## src/rtl/vram_map_pkg.sv

```systemverilog
// Foreground VRAM address map and scheduler state type, shared by the
// foreground/background decode logic and the write scheduler.
package vram_map_pkg;

  localparam logic [11:0] PMF_BASE = 12'h000;
  localparam int          PMF_SIZE = 512;
  localparam logic [11:0] OBM_BASE = 12'h800;
  localparam int          OBM_SIZE = 256;

  typedef enum logic {ACCUMULATE, DRAIN} sched_state_t;

  function automatic logic is_pmf(input logic [11:0] addr);
    logic [11:0] off;
    off = addr - PMF_BASE;
    return off < 12'(PMF_SIZE);
  endfunction

  function automatic logic is_obm(input logic [11:0] addr);
    logic [11:0] off;
    off = addr - OBM_BASE;
    return off < 12'(OBM_SIZE);
  endfunction

endpackage

```

## src/rtl/vram_write_scheduler_m_if.sv

```systemverilog
// CPU-side VRAM write request channel (valid/ready handshake).
interface vram_write_scheduler_m_if #(
  parameter int ADDR_W = 12
);
  logic              req_valid;
  logic              req_ready;
  logic [ADDR_W-1:0] req_address;
  logic [7:0]        req_data;

  modport master (output req_valid, req_address, req_data, input req_ready);
  modport slave  (input req_valid, req_address, req_data, output req_ready);
endinterface

```

## src/rtl/sync_fifo_m.sv

```systemverilog
// Single-clock FIFO with registered occupancy; head is read combinationally.
module sync_fifo_m #(
  parameter int WIDTH = 20,
  parameter int DEPTH = 16
) (
  input  logic                     clk,
  input  logic                     rst,
  input  logic                     push,
  input  logic [WIDTH-1:0]         wdata,
  input  logic                     pop,
  output logic [WIDTH-1:0]         rdata,
  output logic [$clog2(DEPTH):0]   count,
  output logic                     full,
  output logic                     empty
);
  localparam int PTR_W = $clog2(DEPTH);
  localparam int CNT_W = PTR_W + 1;

  logic [WIDTH-1:0] mem [DEPTH];
  logic [PTR_W-1:0] wptr, rptr;
  logic             push_ok, pop_ok;

  assign full    = (count == CNT_W'(DEPTH));
  assign empty   = (count == '0);
  assign push_ok = push && !full;
  assign pop_ok  = pop && !empty;
  assign rdata   = mem[rptr];

  always_ff @(posedge clk) begin
    if (rst) begin
      wptr  <= '0;
      rptr  <= '0;
      count <= '0;
    end else begin
      if (push_ok) wptr <= wptr + PTR_W'(1);
      if (pop_ok)  rptr <= rptr + PTR_W'(1);
      case ({push_ok, pop_ok})
        2'b10:   count <= count + CNT_W'(1);
        2'b01:   count <= count - CNT_W'(1);
        default: count <= count;
      endcase
    end
  end

  // Storage carries no reset; occupancy alone defines validity.
  always_ff @(posedge clk) begin
    if (push_ok) mem[wptr] <= wdata;
  end

endmodule

```

## src/rtl/vram_write_scheduler_m.sv

```systemverilog
// Buffers foreground VRAM writes during active display and commits them,
// one per cycle, only while current_y lies inside the drain window.
module vram_write_scheduler_m
  import vram_map_pkg::*;
#(
  parameter int FIFO_DEPTH      = 16,
  parameter int VRAM_ADDR_WIDTH = 12,
  parameter int DRAIN_START_Y   = 240,
  parameter int DRAIN_END_Y     = 520
) (
  input  logic                             gpu_clk,
  input  logic                             rst,
  input  logic [8:0]                       current_y,
  vram_write_scheduler_m_if.slave          req,
  output logic [VRAM_ADDR_WIDTH-1:0]       vram_address,
  output logic [7:0]                       data_out,
  output logic                             write_enable,
  output logic                             SELECT_pmf,
  output logic                             SELECT_obm,
  output logic [$clog2(FIFO_DEPTH):0]      fifo_level,
  output logic                             dropped,
  output logic                             frame_done
);
  localparam int LVL_W = $clog2(FIFO_DEPTH) + 1;
  localparam int ENT_W = VRAM_ADDR_WIDTH + 8;

  sched_state_t               state, state_nxt;
  logic                       in_window, xfer, in_map, push, drop, pop;
  logic                       fifo_full, fifo_empty, empty_after, frame_done_nxt;
  logic [ENT_W-1:0]           head;
  logic [VRAM_ADDR_WIDTH-1:0] head_addr;
  logic [7:0]                 head_data;
  logic [LVL_W-1:0]           count;
  logic [31:0]                y_ext;

  // Wide compare so a window end beyond 511 simply means "until y wraps".
  assign y_ext     = 32'(current_y);
  assign in_window = (y_ext >= 32'(DRAIN_START_Y)) && (y_ext < 32'(DRAIN_END_Y));

  assign req.req_ready = !fifo_full;
  assign xfer   = req.req_valid && req.req_ready;
  assign in_map = is_pmf(12'(req.req_address)) || is_obm(12'(req.req_address));
  assign push   = xfer && in_map;
  assign drop   = xfer && !in_map;

  assign head_addr   = head[ENT_W-1:8];
  assign head_data   = head[7:0];
  assign fifo_level  = count;
  assign empty_after = (count == LVL_W'(pop)) && !push;

  sync_fifo_m #(
    .WIDTH (ENT_W),
    .DEPTH (FIFO_DEPTH)
  ) u_fifo (
    .clk   (gpu_clk),
    .rst   (rst),
    .push  (push),
    .wdata ({req.req_address, req.req_data}),
    .pop   (pop),
    .rdata (head),
    .count (count),
    .full  (fifo_full),
    .empty (fifo_empty)
  );

  always_ff @(posedge gpu_clk) begin
    if (rst) state <= ACCUMULATE;
    else     state <= state_nxt;
  end

  always_comb begin
    state_nxt      = state;
    pop            = 1'b0;
    frame_done_nxt = 1'b0;
    case (state)
      ACCUMULATE: begin
        if (in_window) state_nxt = DRAIN;
      end
      DRAIN: begin
        pop = !fifo_empty;
        if (!in_window) begin
          state_nxt      = ACCUMULATE;
          frame_done_nxt = empty_after;
        end
      end
      default: state_nxt = ACCUMULATE;
    endcase
  end

  // Commit stage: the popped head is registered onto the foreground port.
  always_ff @(posedge gpu_clk) begin
    if (rst) begin
      write_enable <= 1'b0;
      SELECT_pmf   <= 1'b0;
      SELECT_obm   <= 1'b0;
      vram_address <= '0;
      data_out     <= '0;
      dropped      <= 1'b0;
      frame_done   <= 1'b0;
    end else begin
      write_enable <= pop;
      SELECT_pmf   <= pop && is_pmf(12'(head_addr));
      SELECT_obm   <= pop && is_obm(12'(head_addr));
      if (pop) begin
        vram_address <= head_addr;
        data_out     <= head_data;
      end
      dropped    <= dropped | drop;
      frame_done <= frame_done_nxt;
    end
  end

endmodule

```

## src/flat_wrapper.sv

```systemverilog
// flat-port wrapper written by rule: the top's interface ports become plain ports
module vram_write_scheduler_m_flat import vram_map_pkg::*;
#(
  parameter int FIFO_DEPTH      = 16,
  parameter int VRAM_ADDR_WIDTH = 12,
  parameter int DRAIN_START_Y   = 240,
  parameter int DRAIN_END_Y     = 520
)
  (gpu_clk, rst, current_y, vram_address, data_out, write_enable, SELECT_pmf, SELECT_obm, fifo_level, dropped, frame_done, req_req_valid, req_req_address, req_req_data, req_req_ready);
  vram_write_scheduler_m_if #(.ADDR_W(12)) req_i ();
  input  logic gpu_clk;
  input  logic rst;
  input  logic [8:0] current_y;
  output logic [VRAM_ADDR_WIDTH-1:0] vram_address;
  output logic [7:0] data_out;
  output logic write_enable;
  output logic SELECT_pmf;
  output logic SELECT_obm;
  output logic [$clog2(FIFO_DEPTH):0] fifo_level;
  output logic dropped;
  output logic frame_done;
  input wire logic [$bits(req_i.req_valid)-1:0] req_req_valid;
  input wire logic [$bits(req_i.req_address)-1:0] req_req_address;
  input wire logic [$bits(req_i.req_data)-1:0] req_req_data;
  output wire logic [$bits(req_i.req_ready)-1:0] req_req_ready;
  assign req_i.req_valid = req_req_valid;
  assign req_i.req_address = req_req_address;
  assign req_i.req_data = req_req_data;
  assign req_req_ready = req_i.req_ready;
  vram_write_scheduler_m #(.FIFO_DEPTH(FIFO_DEPTH), .VRAM_ADDR_WIDTH(VRAM_ADDR_WIDTH), .DRAIN_START_Y(DRAIN_START_Y), .DRAIN_END_Y(DRAIN_END_Y)) u_core (.gpu_clk(gpu_clk), .rst(rst), .current_y(current_y), .req(req_i), .vram_address(vram_address), .data_out(data_out), .write_enable(write_enable), .SELECT_pmf(SELECT_pmf), .SELECT_obm(SELECT_obm), .fifo_level(fifo_level), .dropped(dropped), .frame_done(frame_done));
endmodule
```

## config.mk

```make
export PLATFORM = sky130hd
export DESIGN_NAME = vram_write_scheduler_m_flat
export DESIGN_NICKNAME = d
export VERILOG_FILES = /design/src/rtl/vram_map_pkg.sv /design/src/rtl/vram_write_scheduler_m_if.sv /design/src/rtl/sync_fifo_m.sv /design/src/rtl/vram_write_scheduler_m.sv /design/src/flat_wrapper.sv
export SDC_FILE = /design/constraint.sdc
export NUM_CORES = 1
export LEC_CHECK = 0
export CAP_MARGIN = 0
export CORE_MARGIN = 8
export CORE_UTILIZATION = 60
export CTS_BUF_LIST = sky130_fd_sc_hd__clkbuf_16
export DETAILED_ROUTE_END_ITERATION = 7
export GPL_TIMING_DRIVEN = 0
export HOLD_SLACK_MARGIN = 0.02
export PLACE_DENSITY = 0.8
export RECOVER_POWER = 50
export SLEW_MARGIN = 15
export SYNTH_ARGS = -nofsm -noshare
export SYNTH_HDL_FRONTEND = slang
export SYNTH_HIERARCHICAL = 1
export SYNTH_SLANG_ARGS = --single-unit
```

## constraint.sdc

```tcl
create_clock -name gpu_clk -period 6.4 [get_ports gpu_clk]
set_input_delay 1.28 -clock gpu_clk [delete_from_list [all_inputs] [get_ports gpu_clk]]
set_output_delay 1.28 -clock gpu_clk [all_outputs]
set_load 0.005 [all_outputs]
```

# ---- After elaboration in Yosys (flattened, before gate mapping)
# Memories as Yosys holds them, arrays and structs flattened. A register that Yosys moved wholly into a read port is not among the register bits.
# Index checks and enable logic that the tools add are counted.
dict set report totals {
  memories 1
  ramBits 320
  inputBits 32
  word_cells 54
  reg_bits 39
  out_inout_bits 31
}
# memory words width read_ports rd_clocked_by_memory_dff wr line
set mem_list {}
lappend mem_list {u_core.u_fifo.mem 16 20 1 1 1 sync_fifo_m.sv:19} ;# logic [WIDTH-1:0] mem [DEPTH];
dict set report op_classes {
  eq_ne 4
  bitwise_logic 2
  magnitude_cmp 6
  add_sub_neg 6
  muxes 7
  n_reduce_logical 17
}
# operator n
set ops {}
lappend ops {{< comparator 12 x 10 -> 1 bit, second input constant} 2}
lappend ops {{< comparator 12 x 9 -> 1 bit, second input constant} 2}
lappend ops {{subtractor 12 bit, second input constant} 2}
lappend ops {{< comparator 9 x 10 -> 1 bit, second input constant} 1}
lappend ops {{case mux 5 bit (2 select lines)} 1}
lappend ops {{>= comparator 9 x 8 -> 1 bit, second input constant} 1}
lappend ops {{logical AND 1 bit} 9}
lappend ops {{adder 4 x 1 -> 4 bit, second input constant} 2}
lappend ops {{two-way mux 4 bit} 2}
lappend ops {{adder 5 x 1 -> 5 bit, second input constant} 1}
lappend ops {{== test 5 x 1 -> 1 bit} 1}
lappend ops {{== test 5 bit, second input constant} 1}
lappend ops {{zero test 5 bit} 1}
lappend ops {{subtractor 5 x 1 -> 5 bit, second input constant} 1}
lappend ops {{zero test 1 bit} 4}
lappend ops {{two-way mux 1 bit} 4}
lappend ops {{OR reduction 3 bit} 1}
lappend ops {{== test 2 x 1 -> 1 bit, second input constant} 1}
lappend ops {{== test 2 bit, second input constant} 1}
lappend ops {{nonzero test 2 bit} 1}
lappend ops {{logical OR 1 bit} 1}
lappend ops {{inverter 1 bit} 1}
lappend ops {{OR 1 bit} 1}

# ---- Depth between registers and ports, before layout
# Gate-level depths: netlist of run 1.
dict set report depth {
  ltp_word 7
  ltp_mapped 16
  mapped_depth_nobuf 12
}

# ---- Hierarchy
# The synthesis of run 1 kept the hierarchy.
# module area_each_um2 n_inst seq_area_each_um2 cells_each
set modules_own_cells {}
lappend modules_own_cells {sync_fifo_m 13051.3 1 9949.5 570}
lappend modules_own_cells {vram_write_scheduler_m 929.6 1 520.5 110}

# ---- Worst setup path after synthesis of run 1
# Ideal clock, no wire load.
dict set report synth_path {
  kind {input to register}
  start {input port req_req_address[8]}
  end {memory u_core.u_fifo.mem[0][0] (enable)}
  stages 5
  setup_ps 422
  slack_ps 2156
  arrival_time_ps 3822
  required_time_ps 5978
  path_cell_list {a211o_1 > nor3b_1 > o21a_4 > nand2_1 > nor3_1}
}
dict set report synth_via {
  elab_chain_cells 7
}
# element line
set synth_rtl {}
lappend synth_rtl {{from (decl)} flat_wrapper.sv:23} ;# input wire logic [$bits(req_i.req_address)-1:0] req_req_address;
lappend synth_rtl {{subtractor 12 bit} vram_map_pkg.sv:20} ;# off = addr - OBM_BASE;
lappend synth_rtl {{< comparator 12 x 9 -> 1 bit} vram_map_pkg.sv:21} ;# return off < 12'(OBM_SIZE);
lappend synth_rtl {{logical OR 1 bit *} vram_write_scheduler_m.sv:42} ;# assign in_map = is_pmf(12'(req.req_address)) || is_obm(12'(req.req_address));
lappend synth_rtl {{logical AND 1 bit *} vram_write_scheduler_m.sv:43} ;# assign push = xfer && in_map;
lappend synth_rtl {{net u_core.push} vram_write_scheduler_m.sv:28} ;# logic in_window, xfer, in_map, push, drop, pop;
lappend synth_rtl {{logical AND 1 bit *} sync_fifo_m.sv:25} ;# assign push_ok = push && !full;
lappend synth_rtl {{two-way mux 1 bit *} sync_fifo_m.sv:47} ;# if (push_ok) mem[wptr] <= wdata;
lappend synth_rtl {{two-way mux 1 bit (not written as such) *} sync_fifo_m.sv:47}
lappend synth_rtl {{to (decl)} sync_fifo_m.sv:19}
# Mark *: on every way through the listed nets, which the timed path passes. The rest lies on a longest branch.

# ---- Worst setup path after layout of run 1
dict set report layout_path {
  start {register u_core.u_fifo.count[2]}
  end {register u_core.u_fifo.count[2]}
}
# element line
set layout_rtl {}
lappend layout_rtl {{from (decl)} sync_fifo_m.sv:12} ;# output logic [$clog2(DEPTH):0] count,
lappend layout_rtl {{from (signal assigned)} sync_fifo_m.sv:38} ;# 2'b10: count <= count + CNT_W'(1);
lappend layout_rtl {{from (signal assigned)} sync_fifo_m.sv:39} ;# 2'b01: count <= count - CNT_W'(1);
lappend layout_rtl {{from (signal assigned)} sync_fifo_m.sv:40} ;# default: count <= count;
lappend layout_rtl {{zero test 5 bit *} sync_fifo_m.sv:24} ;# assign empty = (count == '0);
lappend layout_rtl {{net u_core.fifo_empty} vram_write_scheduler_m.sv:29} ;# logic fifo_full, fifo_empty, empty_after, frame_done_nxt;
lappend layout_rtl {{zero test 1 bit *} vram_write_scheduler_m.sv:80} ;# pop = !fifo_empty;
lappend layout_rtl {{two-way mux 1 bit *} vram_write_scheduler_m.sv:75} ;# case (state)
lappend layout_rtl {{net u_core.pop} vram_write_scheduler_m.sv:28}
lappend layout_rtl {{logical AND 1 bit *} sync_fifo_m.sv:26} ;# assign pop_ok = pop && !empty;
lappend layout_rtl {{net u_core.u_fifo.pop_ok} sync_fifo_m.sv:21} ;# logic push_ok, pop_ok;
lappend layout_rtl {{== test 2 x 1 -> 1 bit / == test 2 bit (equally long branches)} sync_fifo_m.sv:37} ;# case ({push_ok, pop_ok})
lappend layout_rtl {{case mux 5 bit (2 select lines) / nonzero test 2 bit (equally long branches)} -}
# Marks and branches as above.
# A chain may end at the register's enable or synchronous reset.

==> run_results.csv, run 1 <==
group,metric,value,unit
place,hpwlAfterDp,19100,um
timing,max_slew_margin,22.6,%
power,intPower,3810,uW
floorplan,core_area,23200,um^2
worst_setup_path,path_common_cell,"clkbuf_1",
worst_setup_path,reg2reg_depth,16,
job,cap_violations,0,
clock_network,cts_root_buffer,"clkbuf_16",
worst_setup_path,crit_chain,"clkbuf_1, or4_1, clkbuf_1, nor2_1, nand2b_1, inv_1, clkbuf_1, o21ai_0, inv_1, ha_1, clkbuf_1, xor2_1, ha_1, nor3_1, or4_1, a21oi_1",
min_path,whs_path_depth,2,
min_path,hold_start,"u_core/vram_address[10]$_SDFFE_PP0P_",
timing,post-route-period-util,74.3,%
floorplan,die_h,169,um
timing,drv_slew,0,
place,place_inst,1069,
grt,overflow,0,
clock_network,numCtsBuffers,35,
run_status,outcome,"complete, no violations",
routing,detail-route-antenna-nets,0,
worst_setup_path,cp_data_required_time,6.84,ns
clock_network,post_cts_buffers,0,
finish,nFillCells,1323,
timing,tightest_slew,1.16,ns
timing,fmax,210,MHz
clock_network,cts_hold_buf,0,
routing,drtIter0Drc,1007,
worst_setup_path,end_kind,"flip-flop",
worst_setup_path,crit_fanout,14,
finish,layout-drive-gt1-share,24.0,%
worst_setup_path,cp_top_family,"buffers and inverters",
timing,finalSetupViolCount,0,
grt,antenna_found_initial,1,
clock_network,cts.sinks,363,
timing,hold_violations,0,
clock_network,clock_path_buffers,3,
grt,first_global_vias,7771,
timing,fin_setup_tns,0,ns
finish,syn2layout_area_growth,16.2,%
grt,grt_max_degree,21,
power,p_leak,0.00507,uW
power,ir_drop,0.188,mV
routing,drc,0,
clock_network,clock_latency,0.52,ns
worst_setup_path,rrSetupSlack,1.64,ns
clock_network,cts_tree,"yes",
clock_network,cts-resized-gates,0,
power,power_frac_seq,54.4,%
worst_setup_path,worst_ep_arrival_time,5.20,ns
worst_setup_path,slowest_stage,"clkbuf_1",
power,p_sw_share,20.4,%
worst_setup_path,critPathKind,"flip-flop to flip-flop",
place,numPortBuffers,58,
timing,rsz0062_at_grt,"no",
routing,wl_per_cell,29.1,um
clock_network,cts.reportedPaths.clkPinSlew,0.06,ns
worst_setup_path,crit_buf_inv,6,
synth,synth-seq-cells,363,
synth,yosysSeqAreaShare,74.9,%
synth,synth_fp_nets,720,
power,switchingPower,976,uW
worst_setup_path,cp_slowest_stage_delay,0.70,ns
floorplan,num_rows,56,
timing,timing.hold.ws,0.456,ns
worst_setup_path,cp-start-kind,"flip-flop",
routing,vias,7391,
synth,yosysWarningCount,6,
timing,clock_skew,0.0115,ns
floorplan,initial_core_util,60.3,%
place,gp_congestion,0.804,
grt,grt_first_pass_wirelength,48900,um
synth,syn_inst,680,
finish,nets,827,
worst_setup_path,rr_startpoint,"u_core/u_fifo/count[2]$_SDFFE_PP0P_",
floorplan,chipWidth,169,um
floorplan,die_area,28400,um^2
min_path,min_to,"u_core/vram_address[10]$_SDFFE_PP0P_",
routing,viasPerCell,6.52,
routing,routed_wl,33000,um
routing,dr.pass1.iters,5,
floorplan,pin_count,63,
power,p_total,4780,uW
timing,fin_crit,4.76,ns
grt,grt_use_total,23.7,%
power,pwr-share-clk,41.2,%
finish,layout.cells.non_filler,1133,
worst_setup_path,r2r_end,"u_core/u_fifo/count[2]$_SDFFE_PP0P_",
synth,synth_area,14000,um^2
synth,synth_cell_types,48,
power,p_per_area,294,nW/um^2
finish,final_core_util,70.0,%
min_path,hp-class,"flip-flop to flip-flop",
synth,avgSynthCellArea,20.6,um^2
clock_network,htreeDepth,2,
power,pwr-share-comb,4.3,%
[flip-flops by register name, indices dropped and copies added (netlist names), named ones only]
register and flops:
u_core/frame_done 1, u_core/data_out 8, u_core/dropped 1, u_core/state 1, u_core/SELECT_obm 1, u_core/SELECT_pmf 1, u_core/u_fifo/wptr 4, u_core/u_fifo/mem 320
u_core/u_fifo/rptr 4, u_core/vram_address 12, u_core/u_fifo/count 5, u_core/write_enable 1
[synth_stat cells (all sizes together)]
master,n,share of area (%)
edfxtp,320,69
mux4,100,16
nand2,46,1.2
dfxtp,43,6.2
nor2,30,0.81
a21oi,23,0.82
clkbuf,21,0.56
buf,17,0.90
inv,9,0.24
ha,8,0.72
nor3,8,0.29
xor2,7,0.44
o21a,5,0.32
nand2b,4,0.23
o211ai,4,0.25
or4,4,0.24
mux2i,3,0.21
nand3b,3,0.16
a22oi,2,0.11
a31oi,2,0.089
nand4b,2,0.13
nor3b,2,0.14
xnor2,2,0.13
a211o,1,0.063
a221o,1,0.072
a41oi,1,0.063
and3,1,0.045
and3b,1,0.063
nand3,1,0.036
nor2b,1,0.045
nor4,1,0.045
nor4b,1,0.063
o2111ai,1,0.063
o21ai,1,0.063
o221ai,1,0.11
o22ai,1,0.045
o31ai,1,0.054
or3,1,0.045
[how the worst max path moves through the flow]
stage	endpoint	cells past startpoint	slack, ns	from
CTS	u_core/u_fifo/count[2]$_SDFFE_PP0P_	12	1.72	req_req_address[11]
detailed placement	u_core/u_fifo/count[2]$_SDFFE_PP0P_	12	1.23	req_req_address[8]
floorplan	u_core/u_fifo/mem[0][0]$_DFFE_PP_	5	2.16	req_req_address[8]
finish	u_core/u_fifo/count[2]$_SDFFE_PP0P_	16	1.64	u_core/u_fifo/count[2]$_SDFFE_PP0P_
global placement	u_core/u_fifo/mem[2][13]$_DFFE_PP_	6	-0.37	req_req_address[8]
global route	u_core/u_fifo/count[2]$_SDFFE_PP0P_	16	1.32	u_core/u_fifo/count[2]$_SDFFE_PP0P_
[stage by stage]
step	worst slack [ns]	area, um^2
2_1_floorplan	2.16	14000
3_3_place_gp	-0.366	15000
3_5_place_dp	1.23	15200
4_1_cts	1.72	16300
5_1_grt	1.32	16200
6_report	1.64	16200
[kinds of logic after synthesis]
logic type	Yosys count	synth area share, %
XOR/XNOR	9	0.564
AO/OA/AOI/OAI	44	2.12
AND/OR/NAND/NOR	106	3.57
adder cells (fa/ha/maj)	8	0.716
flip-flops	363	74.9
multiplexers	103	16.4
buffers and inverters	47	1.71
[per-layer routing]
layer | vias up | share of wire [%] | track usage [%]
met5 | - | 0 | 0
met2 | 521 | 50 | 40.0
li1 | 3002 | - | -
met3 | 102 | 10 | 4.26
met1 | 3766 | 36 | 29.8
met4 | 0 | 3.9 | 10.8
[power groups by stage]
stage               registers, uW  clock network [uW]  logic, uW
floorplan                    2650                   0        105
global placement             2650                   0        195
detailed placement           2650                   0        209
CTS                          2600                1990        212
global route                 2600                2080        220
finish                       2600                1970        206
[worst reg2reg max path, cell delays in order, from the launching register on]
cell      delay [ns]
dfxtp_1         0.37
clkbuf_1        0.30
or4_1           0.17
clkbuf_1        0.29
nor2_1          0.11
nand2b_1        0.24
inv_1           0.12
clkbuf_1        0.70
o21ai_0         0.51
inv_1           0.16
ha_1            0.22
clkbuf_1        0.38
xor2_1          0.20
ha_1            0.21
nor3_1          0.08
or4_1           0.49
a21oi_1         0.14
[layout make-up]
cell class / count / area, um^2 / share of cell area, %
plain buffers: 38 / 195 / 1.20
well taps: 319 / 399 / 2.46
diodes: 1 / 2.50 / 0.0154
flip-flops and latches: 363 / 10500 / 64.5
clock inverters: 28 / 215 / 1.33
repair buffers: 70 / 678 / 4.18
inverters: 9 / 33.8 / 0.208
multi-input cells: 270 / 3370 / 20.8
clock buffers: 35 / 876 / 5.39
[cell usage in the layout (no fill, tap or decap), drive strengths merged, types with 3 or more instances in the layout]
| cell type | count |
|---|---|
| o211ai | 4 |
| nor2 | 30 |
| clkbuf | 59 |
| edfxtp | 320 |
| nor3 | 8 |
| or4 | 4 |
| nand2b | 4 |
| ha | 8 |
| xor2 | 7 |
| o21a | 5 |
| nand3b | 3 |
| bufinv | 3 |
| buf | 26 |
| mux4 | 100 |
| dfxtp | 43 |
| clkinv | 16 |
| a21oi | 23 |
| dlygate4sd3 | 29 |
| clkdlybuf4s50 | 29 |
| inv | 17 |
| nand2 | 46 |
| mux2i | 3 |
(Power assumes the default switching activity.)
==> inputs of run 2 (changes only) <==
==> constraint.sdc (replaced) <==
create_clock -name gpu_clk -period 4.4 [get_ports gpu_clk]
set_input_delay 0.88 -clock gpu_clk [delete_from_list [all_inputs] [get_ports gpu_clk]]
set_output_delay 0.88 -clock gpu_clk [all_outputs]
set_load 0.005 [all_outputs]
==> run 2 against run 1 <==
Critical endpoint unchanged. Utilization grew 0.081 points. First-iteration DRC count decreased by 2.9%. Largest power group unchanged. Largest cell class unchanged. Worst hold slack better by 0.00077 ns. Sequential power grew 46%. Combinational power is 46% higher. Non-clock buffer count unchanged. Wire length rose by 0.26%. Worst setup slack got worse by 1.3 ns.
==> run_results.csv, run 2 (synthesized netlist as in run 1, its figures left out) <==
group,metric,value,unit
worst_setup_path,end_kind,"flip-flop",
finish,regMostFlops,"u_core/u_fifo/mem",
timing,finalSetupViolCount,0,
clock_network,htreeDepth,2,
finish,syn2layout_area_growth,16.3,%
timing,fin_ws,0.337,ns
min_path,whs_path_depth,2,
floorplan,die_h,169,um
place,place_area,15200,um^2
worst_setup_path,cp_data_required_time,4.84,ns
worst_setup_path,critPathKind,"input port to flip-flop",
timing,rsz0062_at_grt,"no",
finish,nets,827,
routing,vias,7419,
timing,drv_slew,0,
timing,fin_setup_tns,0,ns
floorplan,num_rows,56,
clock_network,cts.reportedPaths.clkPinSlew,0.06,ns
timing,post-route-period-util,92.3,%
worst_setup_path,startpoint,"req_req_address[8]",
power,p_leak,0.00516,uW
worst_setup_path,r2r_end,"u_core/u_fifo/count[2]$_SDFFE_PP0P_",
clock_network,clock_path_buffers,3,
finish,layout-drive-gt1-share,24.7,%
routing,routed_wl,33100,um
finish,final_cell_mix,"320 x edfxtp_1, 96 x mux4_2, 51 x dlygate4sd3_1",
worst_setup_path,cp-start-kind,"input port",
floorplan,die_area,28400,um^2
timing,clock_skew,0.0112,ns
run_status,outcome,"complete, no violations",
place,hpwlAfterDp,19100,um
timing,fin_crit,4.06,ns
timing,fmax,246,MHz
routing,detail-route-antenna-nets,0,
worst_setup_path,crit_path_end,"u_core/u_fifo/count[2]$_SDFFE_PP0P_",
floorplan,chipWidth,169,um
power,p_total,6960,uW
floorplan,core_area,23200,um^2
min_path,hp-class,"flip-flop to flip-flop",
finish,final_area,16300,um^2
finish,final_common_cell,"edfxtp_1",
grt,first_global_vias,7771,
worst_setup_path,rrSetupSlack,0.61,ns
grt,antenna_found_initial,1,
clock_network,clock_latency,0.52,ns
timing,hold_violations,0,
grt,grt_use_total,23.7,%
power,ir_drop,0.273,mV
grt,overflow,0,
power,p_per_area,428,nW/um^2
place,gp_congestion,0.804,
floorplan,initial_core_util,60.3,%
grt,grt_first_pass_wirelength,48900,um
timing,max_slew_margin,19.8,%
routing,wl_per_cell,29.2,um
job,cap_violations,0,
floorplan,pin_count,63,
finish,largest_reg_flops,320,
clock_network,cts.sinks,363,
worst_setup_path,crit_fanout,17,
place,place_ws,-0.373,ns
worst_setup_path,worst_ep_arrival_time,4.50,ns
finish,reg_top3,"u_core/u_fifo/mem (320), u_core/vram_address (12), u_core/data_out (8)",
timing,tightest_slew,1.20,ns
grt,grt_max_degree,21,
clock_network,numCtsBuffers,35,
routing,drtIter0Drc,978,
routing,dr.pass1.iters,5,
place,numPortBuffers,58,
worst_setup_path,rr_startpoint,"u_core/u_fifo/count[2]$_SDFFE_PP0P_",
clock_network,cts_tree,"yes",
clock_network,cts_hold_buf,0,
routing,viasPerCell,6.55,
worst_setup_path,reg2reg_depth,16,
routing,drc,0,
clock_network,cts_root_buffer,"clkbuf_16",
==> run 2: cell types whose count changed in the layout (fill, tap and decap cells not counted), sizes merged <==
cell,before,now
buf,26,28
clkbuf,59,57
clkdlybuf4s50,29,7
dlygate4sd3,29,51
==> run 2: what timing repair did <==
action,in CTS,in global routing
setup endpoints to repair,0,1
setup buffers,0,0
gates resized for setup,0,1
endpoints found under the hold margin,0,0
==> run 2: report_power, final <==
part / internal [uW] / switching [uW]
clock network: 1630 / 1230
registers: 3770 / 16.4
logic: 130 / 171
==> run 2: worst min-delay path by stage <==
stage | startpoint | end | slack (ns)
floorplan | u_core/vram_address[0]$_SDFFE_PP0P_ | u_core/vram_address[0]$_SDFFE_PP0P_ | 0.45
global placement | u_core/dropped$_SDFF_PP0_ | u_core/dropped$_SDFF_PP0_ | 0.45
detailed placement | u_core/vram_address[10]$_SDFFE_PP0P_ | u_core/vram_address[10]$_SDFFE_PP0P_ | 0.45
CTS | u_core/vram_address[10]$_SDFFE_PP0P_ | u_core/vram_address[10]$_SDFFE_PP0P_ | 0.46
global route | u_core/data_out[1]$_SDFFE_PP0P_ | u_core/data_out[1]$_SDFFE_PP0P_ | 0.47
finish | u_core/vram_address[10]$_SDFFE_PP0P_ | u_core/vram_address[10]$_SDFFE_PP0P_ | 0.46
==> run 2: final cells by class <==
class                           count  area [um^2]
Antenna cell                        1         2.50
Buffer                             38          198
Clock buffer                       35          876
Clock inverter                     28          215
Fill cell                        1316         6930
Inverter                            9         33.8
Multi-Input combinational cell    270         3390
Sequential cell                   363        10500
Tap cell                          319          399
Timing Repair Buffer               70          678
==> run 2: critical path, stage by stage <==
cell and delay, ns:
dlygate4sd3_1 0.77, a211o_1 0.42, nor3b_2 0.43, o21a_4 0.26, inv_2 0.06, ha_1 0.23
clkbuf_1 0.24, xor2_1 0.21, ha_1 0.24, o21a_1 0.20, or4_1 0.40, a21oi_1 0.15
==> run 2: through the flow <==
| stage | hold WS (ns) | utilization (%) | cells |
|---|---|---|---|
| final | 0.457 | 70.1 | 1133 |
| after global routing | 0.468 | 70.1 | 1133 |
| after CTS | 0.457 | 70.1 | 1132 |
| after detailed placement | 0.449 | 65.4 | 1069 |
| after global placement | 0.445 | 64.5 | 1057 |
| after floorplan | 0.449 | - | 680 |
==> run 2: metal layers <==
layer / wire, um / up-vias / global-route usage [%]
li1: - / 2999 / -
met1: 12000 / 3803 / 29.8
met2: 16600 / 507 / 40.0
met3: 3220 / 110 / 4.26
met4: 1340 / 0 / 10.8
met5: 0 / - / 0
==> inputs of run 3 (changes only) <==
--- a/config.mk
+++ b/config.mk
@@ -6,9 +6,10 @@
 export NUM_CORES = 1
 export LEC_CHECK = 0
 export CAP_MARGIN = 0
-export CORE_MARGIN = 8
+export CORE_MARGIN = 2
 export CORE_UTILIZATION = 60
 export CTS_BUF_LIST = sky130_fd_sc_hd__clkbuf_16
+export CTS_CLUSTER_SIZE = 24
 export DETAILED_ROUTE_END_ITERATION = 7
 export GPL_TIMING_DRIVEN = 0
 export HOLD_SLACK_MARGIN = 0.02
==> run 3 against run 2 <==
Die area down 14%. Power up 0.55%. Cell count down 0.79%. Clock power up 1%. Fmax down 1.1%. Global-route usage up 3.6 points. Via count down 0.13%. Wire length down 1.0%. Sequential cell count unchanged. Combinational power down 2%. Critical path type unchanged. Largest power group unchanged.
==> run_results.csv, run 3 (synthesized netlist as in run 1, its figures left out) <==
group,metric,value,unit
routing,drc,0,
finish,regMostFlops,"u_core/u_fifo/mem",
place,place_inst,1060,
finish,final_common_cell,"edfxtp_1",
grt,overflow,0,
worst_setup_path,crit_fanout,17,
worst_setup_path,cp_data_required_time,4.83,ns
place,gp_congestion,0.774,
finish,syn2layout_area_growth,16.2,%
timing,rsz0062_at_grt,"no",
clock_network,cts.reportedPaths.clkPinSlew,0.06,ns
grt,first_global_vias,7576,
routing,vias,7409,
grt,grt_max_degree,21,
routing,dr.pass1.iters,5,
power,p_leak,0.00515,uW
timing,max_slew_margin,23.8,%
finish,nFillCells,1299,
grt,grt_util_met2,44.9,%
floorplan,pin_count,63,
place,hpwlAfterDp,18500,um
clock_network,cts_hold_buf,0,
clock_network,clock_path_buffers,3,
clock_network,cts_root_buffer,"clkbuf_16",
power,p_per_area,431,nW/um^2
worst_setup_path,end_kind,"flip-flop",
worst_setup_path,worst_ep_arrival_time,4.54,ns
grt,busiest_layer,"met2",
clock_network,cts_tree,"yes",
worst_setup_path,critPathKind,"input port to flip-flop",
place,place_ws,-0.457,ns
grt,met1_usage,36.2,%
floorplan,num_rows,55,
clock_network,numCtsBuffers,35,
routing,drtIter0Drc,821,
timing,fin_crit,4.11,ns
finish,reg_top3,"u_core/u_fifo/mem (320), u_core/vram_address (12), u_core/data_out (8)",
worst_setup_path,cp-start-kind,"input port",
timing,drv_slew,0,
floorplan,initial_core_util,61.4,%
power,ir_drop,0.338,mV
floorplan,chipWidth,157,um
grt,grtUsageMet3,5.10,%
run_status,outcome,"complete, no violations",
clock_network,clock_latency,0.51,ns
timing,hold_violations,0,
routing,detail-route-antenna-nets,0,
finish,nets,824,
job,cap_violations,0,
timing,fin_ws,0.292,ns
floorplan,die_area,24500,um^2
clock_network,cts.sinks,363,
timing,clock_skew,0.00763,ns
finish,layout.cells.non_filler,1124,
place,numPortBuffers,58,
floorplan,core_area,22800,um^2
timing,post-route-period-util,93.4,%
grt,antenna_found_initial,1,
finish,largest_reg_flops,320,
routing,viasPerCell,6.59,
timing,tightest_slew,1.14,ns
grt,grt_use_total,27.3,%
timing,fmax,243,MHz
finish,layout-drive-gt1-share,23.7,%
routing,routed_wl,32800,um
routing,wl_per_cell,29.2,um
finish,final_cell_mix,"320 x edfxtp_1, 96 x mux4_2, 51 x dlygate4sd3_1",
min_path,hp-class,"flip-flop to flip-flop",
floorplan,die_h,157,um
timing,finalSetupViolCount,0,
grt,grt_first_pass_wirelength,47100,um
clock_network,htreeDepth,2,
## run 3: path summary, 6_finish.rpt
check,start,to,slack [ns],cells past startpoint
worst max-delay path,req_req_address[8],u_core/u_fifo/count[2]$_SDFFE_PP0P_,0.29,12
worst min register to register,u_core/data_out[4]$_SDFFE_PP0P_,u_core/data_out[4]$_SDFFE_PP0P_,0.46,2
worst min-delay path,u_core/data_out[4]$_SDFFE_PP0P_,u_core/data_out[4]$_SDFFE_PP0P_,0.46,2
worst max register to register,u_core/u_fifo/count[2]$_SDFFE_PP0P_,u_core/u_fifo/count[2]$_SDFFE_PP0P_,0.44,16
## run 3: stage by stage
stage	utilization (%)	TNS [ns]	total power, uW	hold WS [ns]	area, um^2
5_1_grt	71.3	0	7180	0.479	16200
6_report	71.3	0	6990	0.458	16200
4_1_cts	71.3	0	7030	0.458	16200
2_1_floorplan	-	0	4010	0.449	14000
3_5_place_dp	66.4	-9.24	4160	0.445	15100
3_3_place_gp	65.6	-341.46	4140	0.443	15000
## run 3: layout make-up
| cell class | instances | area (um^2) | share of cell area, % |
|---|---|---|---|
| clock inverters | 26 | 190 | 1.17 |
| flip-flops and latches | 363 | 10500 | 64.5 |
| multi-input cells | 270 | 3380 | 20.8 |
| well taps | 313 | 392 | 2.41 |
| clock buffers | 37 | 926 | 5.70 |
| plain buffers | 38 | 198 | 1.22 |
| diodes | 1 | 2.50 | 0.0154 |
| repair buffers | 67 | 648 | 3.99 |
| inverters | 9 | 33.8 | 0.208 |
## run 3: timing repair
action / in CTS / in global routing
endpoints found under the setup margin: 0 / 15
gates resized for setup: 0 / 1
buffers inserted: 0 / 0
endpoints found under the hold margin: 0 / 0
## run 3: layer usage
| metal | vias to the layer above | wire (um) |
|---|---|---|
| li1 | 2983 | - |
| met5 | - | 0 |
| met4 | 0 | 1330 |
| met1 | 3819 | 12100 |
| met2 | 507 | 16500 |
| met3 | 100 | 2880 |
## run 3: worst max-delay path, cell delays in order
cell and delay [ns]:
dlygate4sd3_1 0.74, a211o_1 0.42, nor3b_2 0.47, o21a_4 0.26
inv_2 0.06, ha_1 0.23, clkbuf_1 0.25, xor2_1 0.21
ha_1 0.24, o21a_1 0.21, or4_1 0.39, a21oi_1 0.16
## run 3: where the power goes
part	switching [uW]	leakage, uW	total [uW]	internal, uW
clock	1220	0.000581	2910	1690
combinational	169	0.00135	295	126
sequential	15.7	0.00323	3780	3770
total	1400	0.00515	6990	5590
